File: src/rtl/bcd_digit_counter_if.sv
// Interface bundle for the BCD digit counter.
// It carries the raw board inputs (pushbuttons and direction switch) and the
// registered digit outputs. Clock and reset stay as plain ports on the module.
interface bcd_digit_counter_if;
  logic [1:0] KEY;
  logic       DIR;
  logic [3:0] BCD;
  logic       CARRY;
  logic       RUN;

  // Board / testbench side: drives the buttons and switch, observes the digit
  modport master (
    output KEY,
    output DIR,
    input  BCD,
    input  CARRY,
    input  RUN
  );

  // Counter side
  modport slave (
    input  KEY,
    input  DIR,
    output BCD,
    output CARRY,
    output RUN
  );
endinterface

File: src/rtl/bcd_digit_counter.sv
// Single BCD digit (0-9) source for the 7-segment decoder.
// Two debounced pushbuttons: KEY[0] steps the digit manually, and KEY[1]
// toggles between paused and auto-run. In auto-run the digit steps once every
// TICK_CYCLES cycles. CARRY pulses on wrap so a second instance can be chained
// as a tens digit.
module bcd_digit_counter #(
  parameter int DEBOUNCE_CYCLES = 500000,
  parameter int TICK_CYCLES     = 50000000
) (
  input  logic                MAX10_CLK1_50,
  input  logic                RST,
  bcd_digit_counter_if.slave  bus
);

  localparam int DB_W = (DEBOUNCE_CYCLES > 1) ? $clog2(DEBOUNCE_CYCLES) : 1;
  localparam int TK_W = (TICK_CYCLES > 1) ? $clog2(TICK_CYCLES) : 1;
  localparam logic [DB_W-1:0] DB_LAST = DB_W'(DEBOUNCE_CYCLES - 1);
  localparam logic [TK_W-1:0] TK_LAST = TK_W'(TICK_CYCLES - 1);

  typedef enum logic {
    PAUSED  = 1'b0,
    RUNNING = 1'b1
  } mode_t;

  logic [1:0]      key_meta;
  logic [1:0]      key_sync;
  logic            dir_meta;
  logic            dir_sync;

  logic [DB_W-1:0] db_cnt [2];
  logic [1:0]      key_deb;
  logic [1:0]      key_deb_d;
  logic [1:0]      press;

  mode_t           mode_q;
  mode_t           mode_d;
  logic [TK_W-1:0] tick_cnt;
  logic            tick;
  logic            step;

  logic [3:0]      bcd_q;
  logic [3:0]      bcd_d;
  logic            carry_q;
  logic            carry_d;

  // Two-flop synchronizers for the asynchronous buttons and switch; idle high
  always_ff @(posedge MAX10_CLK1_50) begin
    if (RST) begin
      key_meta <= 2'b11;
      key_sync <= 2'b11;
      dir_meta <= 1'b1;
      dir_sync <= 1'b1;
    end else begin
      key_meta <= bus.KEY;
      key_sync <= key_meta;
      dir_meta <= bus.DIR;
      dir_sync <= dir_meta;
    end
  end

  // Per-key debounce: accept a new level only after it has differed for DEBOUNCE_CYCLES cycles in a row
  always_ff @(posedge MAX10_CLK1_50) begin
    if (RST) begin
      for (int k = 0; k < 2; k++) begin
        db_cnt[k] <= '0;
      end
      key_deb <= 2'b11;
    end else begin
      for (int k = 0; k < 2; k++) begin
        if (key_sync[k] == key_deb[k]) begin
          db_cnt[k] <= '0;
        end else if (db_cnt[k] == DB_LAST) begin
          key_deb[k] <= key_sync[k];
          db_cnt[k]  <= '0;
        end else begin
          db_cnt[k] <= db_cnt[k] + DB_W'(1);
        end
      end
    end
  end

  // One-cycle press pulse on a debounced 1->0 edge; releases are ignored
  always_ff @(posedge MAX10_CLK1_50) begin
    if (RST) begin
      key_deb_d <= 2'b11;
      press     <= 2'b00;
    end else begin
      key_deb_d <= key_deb;
      press     <= key_deb_d & ~key_deb;
    end
  end

  // Mode register: paused vs auto-run
  always_ff @(posedge MAX10_CLK1_50) begin
    if (RST) begin
      mode_q <= PAUSED;
    end else begin
      mode_q <= mode_d;
    end
  end

  // Mode transitions and step source selection; manual presses are dropped while running
  always_comb begin
    mode_d = mode_q;
    tick   = 1'b0;
    step   = 1'b0;
    case (mode_q)
      PAUSED: begin
        step = press[0];
        if (press[1]) begin
          mode_d = RUNNING;
        end
      end
      RUNNING: begin
        tick = (tick_cnt == TK_LAST);
        step = tick;
        if (press[1]) begin
          mode_d = PAUSED;
        end
      end
      default: begin
        mode_d = PAUSED;
      end
    endcase
  end

  // Auto-run period counter: held at zero unless running and staying running, wraps on each tick
  always_ff @(posedge MAX10_CLK1_50) begin
    if (RST) begin
      tick_cnt <= '0;
    end else if (mode_q != RUNNING || mode_d != RUNNING) begin
      tick_cnt <= '0;
    end else if (tick) begin
      tick_cnt <= '0;
    end else begin
      tick_cnt <= tick_cnt + TK_W'(1);
    end
  end

  // Step arithmetic with decimal wrap; an out-of-range digit recovers to 0 without carry
  always_comb begin
    bcd_d   = bcd_q;
    carry_d = 1'b0;
    if (step) begin
      if (bcd_q > 4'd9) begin
        bcd_d = 4'd0;
      end else if (dir_sync) begin
        if (bcd_q == 4'd9) begin
          bcd_d   = 4'd0;
          carry_d = 1'b1;
        end else begin
          bcd_d = bcd_q + 4'd1;
        end
      end else begin
        if (bcd_q == 4'd0) begin
          bcd_d   = 4'd9;
          carry_d = 1'b1;
        end else begin
          bcd_d = bcd_q - 4'd1;
        end
      end
    end
  end

  // Digit and carry output registers
  always_ff @(posedge MAX10_CLK1_50) begin
    if (RST) begin
      bcd_q   <= 4'd0;
      carry_q <= 1'b0;
    end else begin
      bcd_q   <= bcd_d;
      carry_q <= carry_d;
    end
  end

  assign bus.BCD   = bcd_q;
  assign bus.CARRY = carry_q;
  assign bus.RUN   = (mode_q == RUNNING);

endmodule

File: src/flat_wrapper.sv
// flat-port wrapper written by rule: the top's interface ports become plain ports
module bcd_digit_counter_flat 
#(
  parameter int DEBOUNCE_CYCLES = 500000,
  parameter int TICK_CYCLES     = 50000000
)
  (MAX10_CLK1_50, RST, bus_KEY, bus_DIR, bus_BCD, bus_CARRY, bus_RUN);
  bcd_digit_counter_if bus_i ();
  input  logic MAX10_CLK1_50;
  input  logic RST;
  input wire logic [$bits(bus_i.KEY)-1:0] bus_KEY;
  input wire logic [$bits(bus_i.DIR)-1:0] bus_DIR;
  output wire logic [$bits(bus_i.BCD)-1:0] bus_BCD;
  output wire logic [$bits(bus_i.CARRY)-1:0] bus_CARRY;
  output wire logic [$bits(bus_i.RUN)-1:0] bus_RUN;
  assign bus_i.KEY = bus_KEY;
  assign bus_i.DIR = bus_DIR;
  assign bus_BCD = bus_i.BCD;
  assign bus_CARRY = bus_i.CARRY;
  assign bus_RUN = bus_i.RUN;
  bcd_digit_counter #(.DEBOUNCE_CYCLES(DEBOUNCE_CYCLES), .TICK_CYCLES(TICK_CYCLES)) u_core (.MAX10_CLK1_50(MAX10_CLK1_50), .RST(RST), .bus(bus_i));
endmodule
File: config.mk
export PLATFORM = sky130hd
export DESIGN_NAME = bcd_digit_counter_flat
export DESIGN_NICKNAME = d
export VERILOG_FILES = /design/src/rtl/bcd_digit_counter_if.sv /design/src/rtl/bcd_digit_counter.sv /design/src/flat_wrapper.sv
export SDC_FILE = /design/constraint.sdc
export NUM_CORES = 1
export LEC_CHECK = 0
export ABC_AREA = 1
export CAP_MARGIN = 30
export CORE_UTILIZATION = 50
export CTS_CLUSTER_SIZE = 20
export DETAILED_ROUTE_END_ITERATION = 8
export PLACE_DENSITY = 0.67
export SYNTH_ARGS = -nofsm -noshare
export SYNTH_HDL_FRONTEND = slang
export SYNTH_SLANG_ARGS = --single-unit
File: constraint.sdc
create_clock -name MAX10_CLK1_50 -period 3.8 [get_ports MAX10_CLK1_50]
set_input_delay 0.38 -clock MAX10_CLK1_50 [delete_from_list [all_inputs] [get_ports MAX10_CLK1_50]]
set_output_delay 0.38 -clock MAX10_CLK1_50 [all_outputs]
set_load 0.1 [all_outputs]
Yosys cells after proc, flatten, opt, wreduce, memory -nomap -nowiden

Memory sizes are Yosys's and may differ from the RTL's.
Cells that the tools add are included.

Add/sub/neg operators: 5
Magnitude comparators: 1
Equality and inequality tests: 6
Multiplexer cells: 42
Bitwise gates (word level): 13
Reduce and logical (&&, ||, !) cells: 6

Operators by type and width:

| kind                                              | number |
|---|---|
| two-way mux 19 bit                                | 6 |
| adder 19 x 1 -> 19 bit (second input constant)    | 2 |
| equality test 19 bit (second input constant)      | 2 |
| two-way mux 1 bit                                 | 30 |
| adder 26 x 1 -> 26 bit (second input constant)    | 1 |
| equality test 26 bit (second input constant)      | 1 |
| two-way mux 4 bit                                 | 4 |
| bitwise OR 1 bit                                  | 6 |
| OR reduction 3 bit                                | 2 |
| inverter 1 bit                                    | 5 |
| adder 4 x 1 -> 4 bit (second input constant)      | 1 |
| equality test 4 bit (second input constant)       | 1 |
| > comparator 4 bit (second input constant)        | 1 |
| zero test 4 bit                                   | 1 |
| one-hot mux 1 bit (2 select lines)                | 2 |
| AND reduction 2 bit                               | 2 |
| subtractor 4 x 1 -> 4 bit (second input constant) | 1 |
| AND 2 bit                                         | 1 |
| equality test 1 bit                               | 2 |
| inverter 2 bit                                    | 1 |
| logical OR 1 bit                                  | 1 |

Register bits after elaboration: 44
RAM bits: 38
Input port bits: 5
Output and inout port bits: 6
Word-level logic and storage cells: 86
Memories: 1

Memory list:

| memory        | depth | width | read ports | clocked after Yosys merged registers in | write ports | RTL line                | text |
|---|---|---|---|---|---|---|---|
| u_core.db_cnt | 2     | 19    | 2          | 0                                       | 2           | bcd_digit_counter.sv:30 | `logic [DB_W-1:0] db_cnt [2];` |

Logic depth before layout (Yosys ltp)

Gate-level depths: netlist of run 1.

Depth after elaboration: 7
Gate-level depth with buffers: 10
Depth with buffers taken out: 10

Worst setup path after synthesis of run 1

OpenSTA, ideal clock, no wires.

Path kind: reg2reg
Start point: register u_core.bcd_q[0], in the netlist u_core.bus.BCD[0]
End point: register u_core.bcd_q[3], in the netlist u_core.bus.BCD[3]
Library setup time: 0.071 ns
Arrival time: 1.837 ns
Required time: 3.729 ns
Slack: 1.893 ns
Cell stages (with the launch flop): 10
Buffers on the path: 1
Clock period less this slack: 1.907 ns
Cells stage by stage: dfxtp_1 -> buf_2 -> nand3_1 -> nor2_1 -> nor2_1 -> nand2_1 -> nand2_1 -> nor2_1 -> nand2_1 -> a21oi_1

Word-level cells in the longest chain between the ends: 4
Elaborated cells between the ends (all ways): 9
Those cells by class: add/sub (2); order compare (1); eq/ne (1); mux (4); reduce/logical (1)

RTL lines:

| item                                              | RTL line                                           | text |
|---|---|---|
| start, declared                                   | bcd_digit_counter.sv:41                            | `logic [3:0] bcd_q;` |
| start signal, assigned                            | bcd_digit_counter.sv:168                           | `bcd_q <= 4'd0;` |
| start signal, assigned                            | bcd_digit_counter.sv:171                           | `bcd_q <= bcd_d;` |
| subtractor 4 x 1 -> 4 bit (tied with other cells) | bcd_digit_counter.sv:159                           | `bcd_d = bcd_q - 4'd1;` |
| two-way mux 4 bit, on equally long branches       | bcd_digit_counter.sv:155, bcd_digit_counter.sv:148 |  |
| two-way mux 4 bit                                 | bcd_digit_counter.sv:147                           | `end else if (dir_sync) begin` |
| two-way mux 4 bit *                               | bcd_digit_counter.sv:145                           | `if (bcd_q > 4'd9) begin` |

Every way passes the cells marked *; elsewhere a longest branch is shown, timed or not.
A chain may end at the register's enable or synchronous reset.

Worst setup path in the final report of run 1

Start point: register u_core.bcd_q[0], in the netlist u_core.bus.BCD[0]
End point: output bus_BCD[0]

RTL lines:

| item          | RTL line           | text |
|---|---|---|
| end, declared | flat_wrapper.sv:13 | `output wire logic [$bits(bus_i.BCD)-1:0] bus_BCD;` |

No word-level cell between the ends.

==> impl_results.md, run 1 <==
* Max_slew headroom at 0.355
* Min-Delay Endpoint: u_core.key_sync[0]
* Outcome: completed
* TritonCTS clock tree: built
* # port buffers at 10
* Final Critical Period at around 2.4 ns
* Grt ovf at 0
* WP buf/inv at 1
* Slowest cell on crit path: clkdlybuf4s50_1
* Design area at 0.00504 sq mm
* Cell variety after synth at 36
* Arrival time at the worst endpoint at roughly 2.0 ns
* CP Launch Type: flop
* Top sig layer: met4
* Yosys Warn Count at 0
* Fraction of layout cells with a size suffix above 1 at 0.0952
* # rows at 34
* Register area share after synthesis at 0.450
* Final std cells w/o fill at around 750
* Hold Crit Start: u_core.key_meta[0]
* Top Ports at 11
* Final hold vios at 0
* Post_cts resized at 0
* Via count at 3652
* RSZ-0062 raised after global routing: false
* Remaining DRCs at 0
* CP required at between 3 and 4 ns
* RR Startpoint: u_core.db_cnt[0][0]
* Setup TNS at 0 ns
* HP Class: flop to flop
* Crit path kind: flop to primary output
* Total track usage at 0.188
* FILL cells at 812
* Number of standard cells after synthesis at ~600
* Area of the multi-input gates at 0.00230 sq mm
* Post-CTS setup buffers at 0
* WL/cell at about 11 um
* Fmax at about 0.42 GHz
* Clk buf depth at 2
* Cts hold-fix bufs at 0
* Synth area leaders: edfxtp_1 (25%), dfxtp_1 (20%), nand2_1 (12%)
* Routed length on met1 at 4.14 mm
* #FFs+latches synth at 82
* Placed cell areas at slightly below 0.005 sq mm
* Pwr Density at approximately 340 mW/mm^2
* Dpl hpwl at approximately 6.3 mm
* Antenna viol nets, final at 0
* Synthesized area at approximately 0.0045 sq mm
* # placed instances at between 700 and 800
* Die span in y at a little under 100 um
* Vias per inst at roughly 5
* Worst Tran Pin Value at 0.965 ns
* WL final at around 8.3 mm
* Die area at 0.00938 sq mm
* Clock sink total at 82
* Critical-path cell list: clkdlybuf4s50_1
* First-pass GRT wire length at between 10 and 15 mm
* Layout net count at around 650
* Met3 WL at ~200 um
* Worst hold slack at 0.412 ns
* Initial core utilization at 0.516
* Core Region at roughly 0.0087 sq mm
* Die width at 96.8 um
* FF-to-FF path depth at 8
* Total CTS buffers at 9
* Cell taking the most area after synthesis: edfxtp_1
* Reg clk slew, reported paths at ~0.09 ns
* Clock latency on the worst-skew pair at about 0.34 ns
* Initial antenna violation count at 0
* CP Max Fanout at 9
* Vias in the first global route at roughly 3400
* RePlAce Congestion at between 0.8 and 0.9
* Leak at 0.00191 uW
* Largest delay share family, worst path: buffers and inverters
* Hold Path Depth at 1
* Largest net degree at the start of global routing at 27
* Endpoints failing setup at 0
* Drt first pass iters at 5
* Register area at between 0.002 and 0.0025 sq mm
* Pins over their slew limit at 0
* Peak VDD IR at approximately 0.19 mV
* H-tree depth at 3
* Reg2Reg Setup Slack at roughly 1.9 ns
* Final Skew at approximately 0.012 ns
* Clock root buffer: clkbuf_8
* Largest stage delay, worst path at ~1.2 ns
* Mapped Avg Cell Area at approximately 7.7 sq um
* Area grow syn2layout at 12.0%
* FF-to-FF End: u_core.db_cnt[0][15]
* Synth top area share at 0.254
* Met2 routed WL at roughly 3.8 mm
* # Max-Cap Violations at 0
* DRT iter0 DRCs at approximately 180
* Fin crit share at 0.632
* Setup crit end kind: primary output
* Antenna cells at 0
-- routing by layer --
metal  global-route usage  vias to the layer above
li1                     -                     1948
met1                0.247                     1647
met2                0.315                       45
met3               0.0267                       12
met4               0.0666                        0
met5                    0                        -
-- where the power goes --
group          total [uW]  switching, uW  leakage, uW  internal (uW)
registers             960           17.7     0.000748            942
clock network         678            329     0.000111            349
logic                54.3           35.3      0.00105           19.0
-- layout make-up --
cell class | count | share of cell area
clock buffers | 10 | 0.0296
clock inverters | 6 | 0.0134
inverters | 70 | 0.0522
multi-input cells | 463 | 0.457
flip-flops and latches | 82 | 0.401
well taps | 108 | 0.0268
repair buffers | 10 | 0.0199
-- metrics by stage --
stage | power (uW) | utilization | setup slack [ns]
3_5_place_dp | 1030 | 0.553 | 1.47
5_1_grt | 1750 | 0.578 | 1.32
2_1_floorplan | 1020 | - | 1.89
3_3_place_gp | 1030 | 0.553 | 1.57
6_report | 1690 | 0.578 | 1.40
4_1_cts | 1710 | 0.578 | 1.38
-- cell usage after synthesis --
master,count
nand2_1,138
nor2_1,97
inv_1,66
dfxtp_1,44
edfxtp_1,38
a21oi_1,31
nand3_1,30
nor3_1,21
xor2_1,20
nand4_1,12
nand2_2,11
o21ai_0,9
or2_2,8
nand3b_1,7
nor2_4,6
nor3b_1,6
nor2_2,5
ha_1,4
inv_2,4
buf_6,3
or2_0,3
a31oi_1,2
nand2_4,2
nand3_2,2
nor3_2,2
nor3b_2,2
xnor2_1,2
buf_2,1
buf_4,1
clkbuf_1,1
conb_1,1
nand3_4,1
nor2_8,1
nor3_4,1
o211ai_1,1
o21bai_1,1
-- placed cells by master (no fill, tap or decap), types with 10 or more instances in the layout --
cell type,instances
nand3_1,30
nand2_1,138
nand4_1,12
clkdlybuf4s50_1,10
nor2_1,97
nand2_2,11
edfxtp_1,38
inv_1,66
nor3_1,21
conb_1,38
dfxtp_1,44
a21oi_1,31
xor2_1,20
-- worst max path at each step --
stage                 startpoint                   end  slack [ns]  cells after the start
2_1_floorplan  u_core.bus.BCD[0]     u_core.bus.BCD[3]        1.89                      9
3_3_place_gp                 RST  u_core.db_cnt[1][11]        1.57                      6
3_5_place_dp                 RST  u_core.db_cnt[1][11]        1.47                      6
4_1_cts        u_core.bus.BCD[0]            bus_BCD[0]        1.38                      1
5_1_grt        u_core.bus.BCD[0]            bus_BCD[0]        1.32                      1
6_report       u_core.bus.BCD[0]            bus_BCD[0]        1.40                      1
-- cells by family after synthesis --
family | synth area share
fa+ha+maj | 0.0111
compound gates | 0.0506
simple gates | 0.375
flops | 0.450
xor+xnor | 0.0429
buf+inv | 0.0696
other cells | 0.000834
-- sequential cells by signal (all words and copies together) (netlist names), 2 cells and up --
register	cells
u_core.bus.BCD	4
u_core.db_cnt	38
u_core.key_deb_d	2
u_core.key_sync	2
u_core.key_deb	2
u_core.press	2
u_core.tick_cnt	26
u_core.key_meta	2
No activity file was read; power rests on OpenSTA's default activity.
==> run 2, diff against run 1 <==
- clock period: 3.8 -> 2.27 ns (I/O delays scaled with it)
==> run 2 against run 1 <==
Against the previous run: die area unchanged; via count up 0.71%; clock power is 86% higher; highest routed layer unchanged.
==> impl_results.md, run 2 (synthesis gave the netlist of run 1 again) <==
* # rows at 34 (unchanged)
* CP Launch Type: flop
* Grt ovf at 0 (unchanged)
* Fraction of layout cells with a size suffix above 1 at 0.107 (+0.0121)
* Remaining DRCs at 0 (unchanged)
* Final Skew at 0.0102 ns (-0.00153 ns)
* Largest net degree at the start of global routing at 27 (unchanged)
* Die width at 96.8 um (unchanged)
* Final Critical Period at 1.82 ns
* # Max-Cap Violations at 0 (unchanged)
* Vias per inst at 4.90 (+0.44%)
* Post-CTS setup buffers at 0 (unchanged)
* Area of the multi-input gates at 0.00230 sq mm (unchanged)
* Total CTS buffers at 9 (unchanged)
* Register area at 0.00202 sq mm (unchanged)
* Dpl hpwl at 6.29 mm (about the same)
* First-pass GRT wire length at 14.8 mm (+0.70%)
* DRT iter0 DRCs at 148 (-17%)
* Initial core utilization at 0.516 (unchanged)
* WP buf/inv at 2 (+1)
* Crit path kind: flop to flop
* Drt first pass iters at 4 (-1)
* # port buffers at 10 (unchanged)
* Pins over their slew limit at 0 (unchanged)
* Clock sink total at 82 (unchanged)
* Arrival time at the worst endpoint at 1.94 ns (-0.08 ns)
* Endpoints failing setup at 0 (unchanged)
* Initial antenna violation count at 0 (unchanged)
* Clock latency on the worst-skew pair at 0.36 ns (+0.02 ns)
* Final hold vios at 0 (unchanged)
* FILL cells at 834 (+2.7%)
* Total track usage at 0.191 (+0.00319)
* Slowest cell on crit path: edfxtp_1
* Cts hold-fix bufs at 0 (unchanged)
* Leak at 0.00195 uW (+1.9%)
* Setup TNS at 0 ns (unchanged)
* Die span in y at 96.8 um (unchanged)
* Design area at 0.00506 sq mm (+0.55%)
* RSZ-0062 raised after global routing: false
* Reg2Reg Setup Slack at 0.45 ns (-1.44 ns)
* Layout net count at 647 (+0.31%)
* CP required at 2.39 ns (-1.03 ns)
* Top Ports at 11 (unchanged)
* Fin crit share at 0.801
* Largest stage delay, worst path at 0.38 ns (-0.81 ns)
* Largest delay share family, worst path: simple AND/OR/NAND/NOR gates
* HP Class: flop to flop
* Post_cts resized at 0 (unchanged)
* TritonCTS clock tree: built
* WL/cell at 11.2 um (+0.87%)
* Critical-path cell list: ha_1 -> nand3_1 -> nor3_1 -> nand2_1 -> nand2_2 -> inv_1 -> nand2_1 -> inv_1
* Tot Pwr at 2960 uW (+75%)
* Reg clk slew, reported paths at 0.08 ns (about the same)
* Outcome: completed
* Peak VDD IR at 0.321 mV (+68%)
* Commonest cells after routing, fill and taps aside: nand2_1 (138), nor2_1 (97), inv_1 (66)
* WL final at 8.38 mm (+1.1%)
* Fmax at around 0.55 GHz
* Setup crit end kind: flop
* Antenna viol nets, final at 0 (unchanged)
* Clock root buffer: clkbuf_8
* Die area at 0.00938 sq mm (unchanged)
* Placed cell areas at 0.00482 sq mm (unchanged)
* RePlAce Congestion at 0.909 (+3.7%)
* Clk buf depth at 2 (unchanged)
* Commonest non-fill, non-tap cell in the layout: nand2_1
* Vias in the first global route at 3475 (+0.75%)
* Via count at 3678 (+0.71%)
* Pwr Density at 585 mW/mm^2 (+74%)
* Area grow syn2layout at 12.6%
* H-tree depth at 3 (unchanged)
* Max reg flops at 38 (unchanged)
* Core Region at 0.00872 sq mm (unchanged)
* Most flop-heavy register: u_core.db_cnt
* Antenna cells at 0 (unchanged)
* CP Max Fanout at 18 (+9)
-- run 2: per-stage QoR --
| step | hold slack (ns) | setup WS, ns | util | std cells |
|---|---|---|---|---|
| 6_report | 0.415 | 0.452 | 0.581 | 751 |
| 5_1_grt | 0.424 | 0.300 | 0.581 | 751 |
| 4_1_cts | 0.416 | 0.419 | 0.581 | 751 |
| 3_5_place_dp | 0.399 | 0.430 | 0.553 | 735 |
| 3_3_place_gp | 0.396 | 0.478 | 0.553 | 735 |
| 2_1_floorplan | 0.331 | 0.363 | - | 621 |
-- run 2: layer usage --
| metal | share of wire | wire length (um) | global-route usage | vias up |
|---|---|---|---|---|
| met5 | 0 | 0 | 0 | - |
| met4 | 0.021 | 176 | 0.0941 | 0 |
| met3 | 0.024 | 197 | 0.0289 | 15 |
| met2 | 0.46 | 3840 | 0.309 | 47 |
| met1 | 0.50 | 4170 | 0.249 | 1670 |
| li1 | - | - | - | 1946 |
-- run 2: final timing paths --
kind                            start  depth (start not counted)                   end
setup reg to reg  u_core.db_cnt[0][0]                          8  u_core.db_cnt[0][16]
hold / removal     u_core.key_meta[0]                          1    u_core.key_sync[0]
setup / recovery  u_core.db_cnt[0][0]                          8  u_core.db_cnt[0][16]
hold reg to reg    u_core.key_meta[0]                          1    u_core.key_sync[0]
-- run 2: report_power, final --
group	total, uW	internal (uW)	switching [uW]
sequential	1610	1580	29.6
combinational	95.6	34.1	61.4
clock	1260	720	542
total	2960	2330	633
-- run 2: cell type report --
| type | count | share of cell area |
|---|---|---|
| sequential | 82 | 0.399 |
| clock buffer | 11 | 0.0321 |
| inverter | 70 | 0.0519 |
| tap | 108 | 0.0267 |
| clock inverter | 5 | 0.0161 |
| multi-input combinational | 463 | 0.454 |
| timing repair buffer | 12 | 0.0198 |
==> run 3, diff against run 2 <==
- PLACE_DENSITY: 0.67 -> 0.69
- clock period: 2.27 -> 1.67 ns (I/O delays scaled with it)
==> run 3 against run 2 <==
Against the previous run: hold slack lost 0.040 ns; design area rose by 6.6%; sequential share of layout area decreased by 2.4 points; global-route usage up 1.3 points; fmax is 12% higher; critical path type unchanged; critical endpoint is now u_core.db_cnt[1][16]; largest cell class unchanged; largest power group unchanged.
==> impl_results.md, run 3 (synthesis gave the netlist of run 1 again) <==
* Final Skew at 0.0160 ns (+0.00579 ns)
* Leak at 0.00209 uW (+7.5%)
* Clock root buffer: clkbuf_8
* Pins over their slew limit at 0 (unchanged)
* Hold Path Depth at 2 (+1)
* Layout net count at 671 (+3.7%)
* Placed cell areas at 0.00503 sq mm (+4.3%)
* Initial antenna violation count at 0 (unchanged)
* Final hold vios at 0 (unchanged)
* Fin crit share at 0.972 (+0.171)
* Slowest cell on crit path: edfxtp_1
* Total track usage at 0.204 (+0.0128)
* Largest net degree at the start of global routing at 27 (unchanged)
* Cts hold-fix bufs at 0 (unchanged)
* Arrival time at the worst endpoint at 1.75 ns (-0.19 ns)
* FILL cells at 764 (-8.4%)
* # placed instances at 750 (+2.0%)
* Vias in the first global route at 3672 (+5.7%)
* CP Max Fanout at 5 (-13)
* # rows at 34 (unchanged)
* Max reg flops at 38 (unchanged)
* Setup crit end kind: flop
* Antenna cells at 0 (unchanged)
* Via count at 3840 (+4.4%)
* Largest delay share family, worst path: simple AND/OR/NAND/NOR gates
* Clock sink total at 82 (unchanged)
* Total CTS buffers at 9 (unchanged)
* WL/cell at 11.9 um (+6.3%)
* CP Launch Type: flop
* Pwr Density at 738 mW/mm^2 (+26%)
* DRT iter0 DRCs at 155 (+4.7%)
* Remaining DRCs at 0 (unchanged)
* Clock latency on the worst-skew pair at 0.36 ns (about the same)
* FF-to-FF path depth at 10 (+2)
* WL final at 9.19 mm (+9.7%)
* Reg2Reg Setup Slack at 0.05 ns (-0.40 ns)
* Core Region at 0.00872 sq mm (unchanged)
* RePlAce Congestion at 0.915 (+0.66%)
* HP Class: input port to flop
* Outcome: completed
* Top Ports at 11 (unchanged)
* Die span in y at 96.8 um (unchanged)
* Endpoints failing setup at 0 (unchanged)
* Design area at 0.00540 sq mm (+6.6%)
* Final Critical Period at 1.62 ns (-0.195 ns)
* Clk buf depth at 2 (unchanged)
* RSZ-0062 raised after global routing: true
* Hold Crit Start: bus_KEY[1]
* Initial core utilization at 0.516 (unchanged)
* Vias per inst at 4.95 (+1.2%)
* Tot Pwr at 3980 uW (+34%)
* RR Startpoint: u_core.db_cnt[1][0]
* Crit path kind: flop to flop
* Fraction of layout cells with a size suffix above 1 at 0.163 (+0.0561)
* WP buf/inv at 0 (-2)
* Final std cells w/o fill at 775 (+3.2%)
* Commonest cells after routing, fill and taps aside: nand2_1 (138), nor2_1 (95), inv_1 (65)
* Drt first pass iters at 4 (unchanged)
* Most flop-heavy register: u_core.db_cnt
* Antenna viol nets, final at 0 (unchanged)
* Fmax at 0.616 GHz (+12%)
* # Max-Cap Violations at 0 (unchanged)
* Die area at 0.00938 sq mm (unchanged)
* TritonCTS clock tree: built
* Peak VDD IR at 0.541 mV (+69%)
* CP required at 1.80 ns (-0.59 ns)
* Grt ovf at 0 (unchanged)
* Commonest non-fill, non-tap cell in the layout: nand2_1
* Reg clk slew, reported paths at 0.10 ns (+0.02 ns)
* Largest stage delay, worst path at 0.41 ns (+0.03 ns)
* Min-Delay Endpoint: u_core.key_meta[1]
* H-tree depth at 3 (unchanged)
* # port buffers at 10 (unchanged)
* Critical-path cell list: ha_4 -> nand2_4 -> nor2_4 -> nand2_2 -> nor2_4 -> nand2_2 -> nor2_2 -> nand2_1 -> nand3_1 -> nor2_1
* Die width at 96.8 um (unchanged)
* Area grow syn2layout at 20.1%
* FF-to-FF End: u_core.db_cnt[1][16]
* First-pass GRT wire length at 15.8 mm (+6.9%)
* Dpl hpwl at 6.66 mm (+5.9%)
-- run 3: repair_timing --
item,4_1_cts,5_1_grt
endpoints found under the hold margin,0,0
buffers inserted,0,8
endpoints found under the setup margin,0,61
resized for setup,0,17
-- run 3: worst max path at each step --
| stage | end | slack, ns | startpoint | cells after the start |
|---|---|---|---|---|
| finish | u_core.db_cnt[1][16] | 0.05 | u_core.db_cnt[1][0] | 10 |
| floorplan | u_core.db_cnt[1][16] | 0.06 | u_core.db_cnt[1][0] | 10 |
| CTS | u_core.db_cnt[0][13] | 0.02 | u_core.db_cnt[0][0] | 7 |
| global route | u_core.db_cnt[1][16] | -0.04 | u_core.db_cnt[1][1] | 10 |
| detailed placement | u_core.db_cnt[0][14] | 0.04 | u_core.db_cnt[0][0] | 7 |
| global placement | u_core.db_cnt[0][13] | 0.1 | u_core.db_cnt[0][0] | 7 |
-- run 3: area by class of cell --
type / count / area, sq um / area share
Clock buffer: 11 / 141 / 0.0262
Clock inverter: 5 / 85.1 / 0.0158
Timing Repair Buffer: 35 / 364 / 0.0674
Sequential cell: 82 / 2030 / 0.375
Inverter: 70 / 263 / 0.0486
Tap cell: 108 / 135 / 0.0250
Multi-Input combinational cell: 464 / 2380 / 0.442
-- run 3: stage by stage --
stage / setup WS, ns / TNS (ns) / hold WS [ns] / utilization
floorplan: 0.0564 / 0 / 0.271 / -
global placement: 0.0981 / 0 / 0.401 / 0.576
detailed placement: 0.0442 / 0 / 0.396 / 0.576
CTS: 0.0214 / 0 / 0.358 / 0.602
global route: -0.0373 / -0.0811 / 0.366 / 0.619
finish: 0.0469 / 0 / 0.375 / 0.619
-- run 3: metal layers --
metal	global-route usage	part of all wire
met2	0.341	0.49
met5	0	0
met4	0.0746	0.0090
met3	0.0376	0.029
met1	0.262	0.47
-- run 3: where the power goes --
group / switching, uW / internal, uW
logic: 95.9 / 66.8
clock network: 747 / 893
registers: 39.7 / 2140
total: 882 / 3100
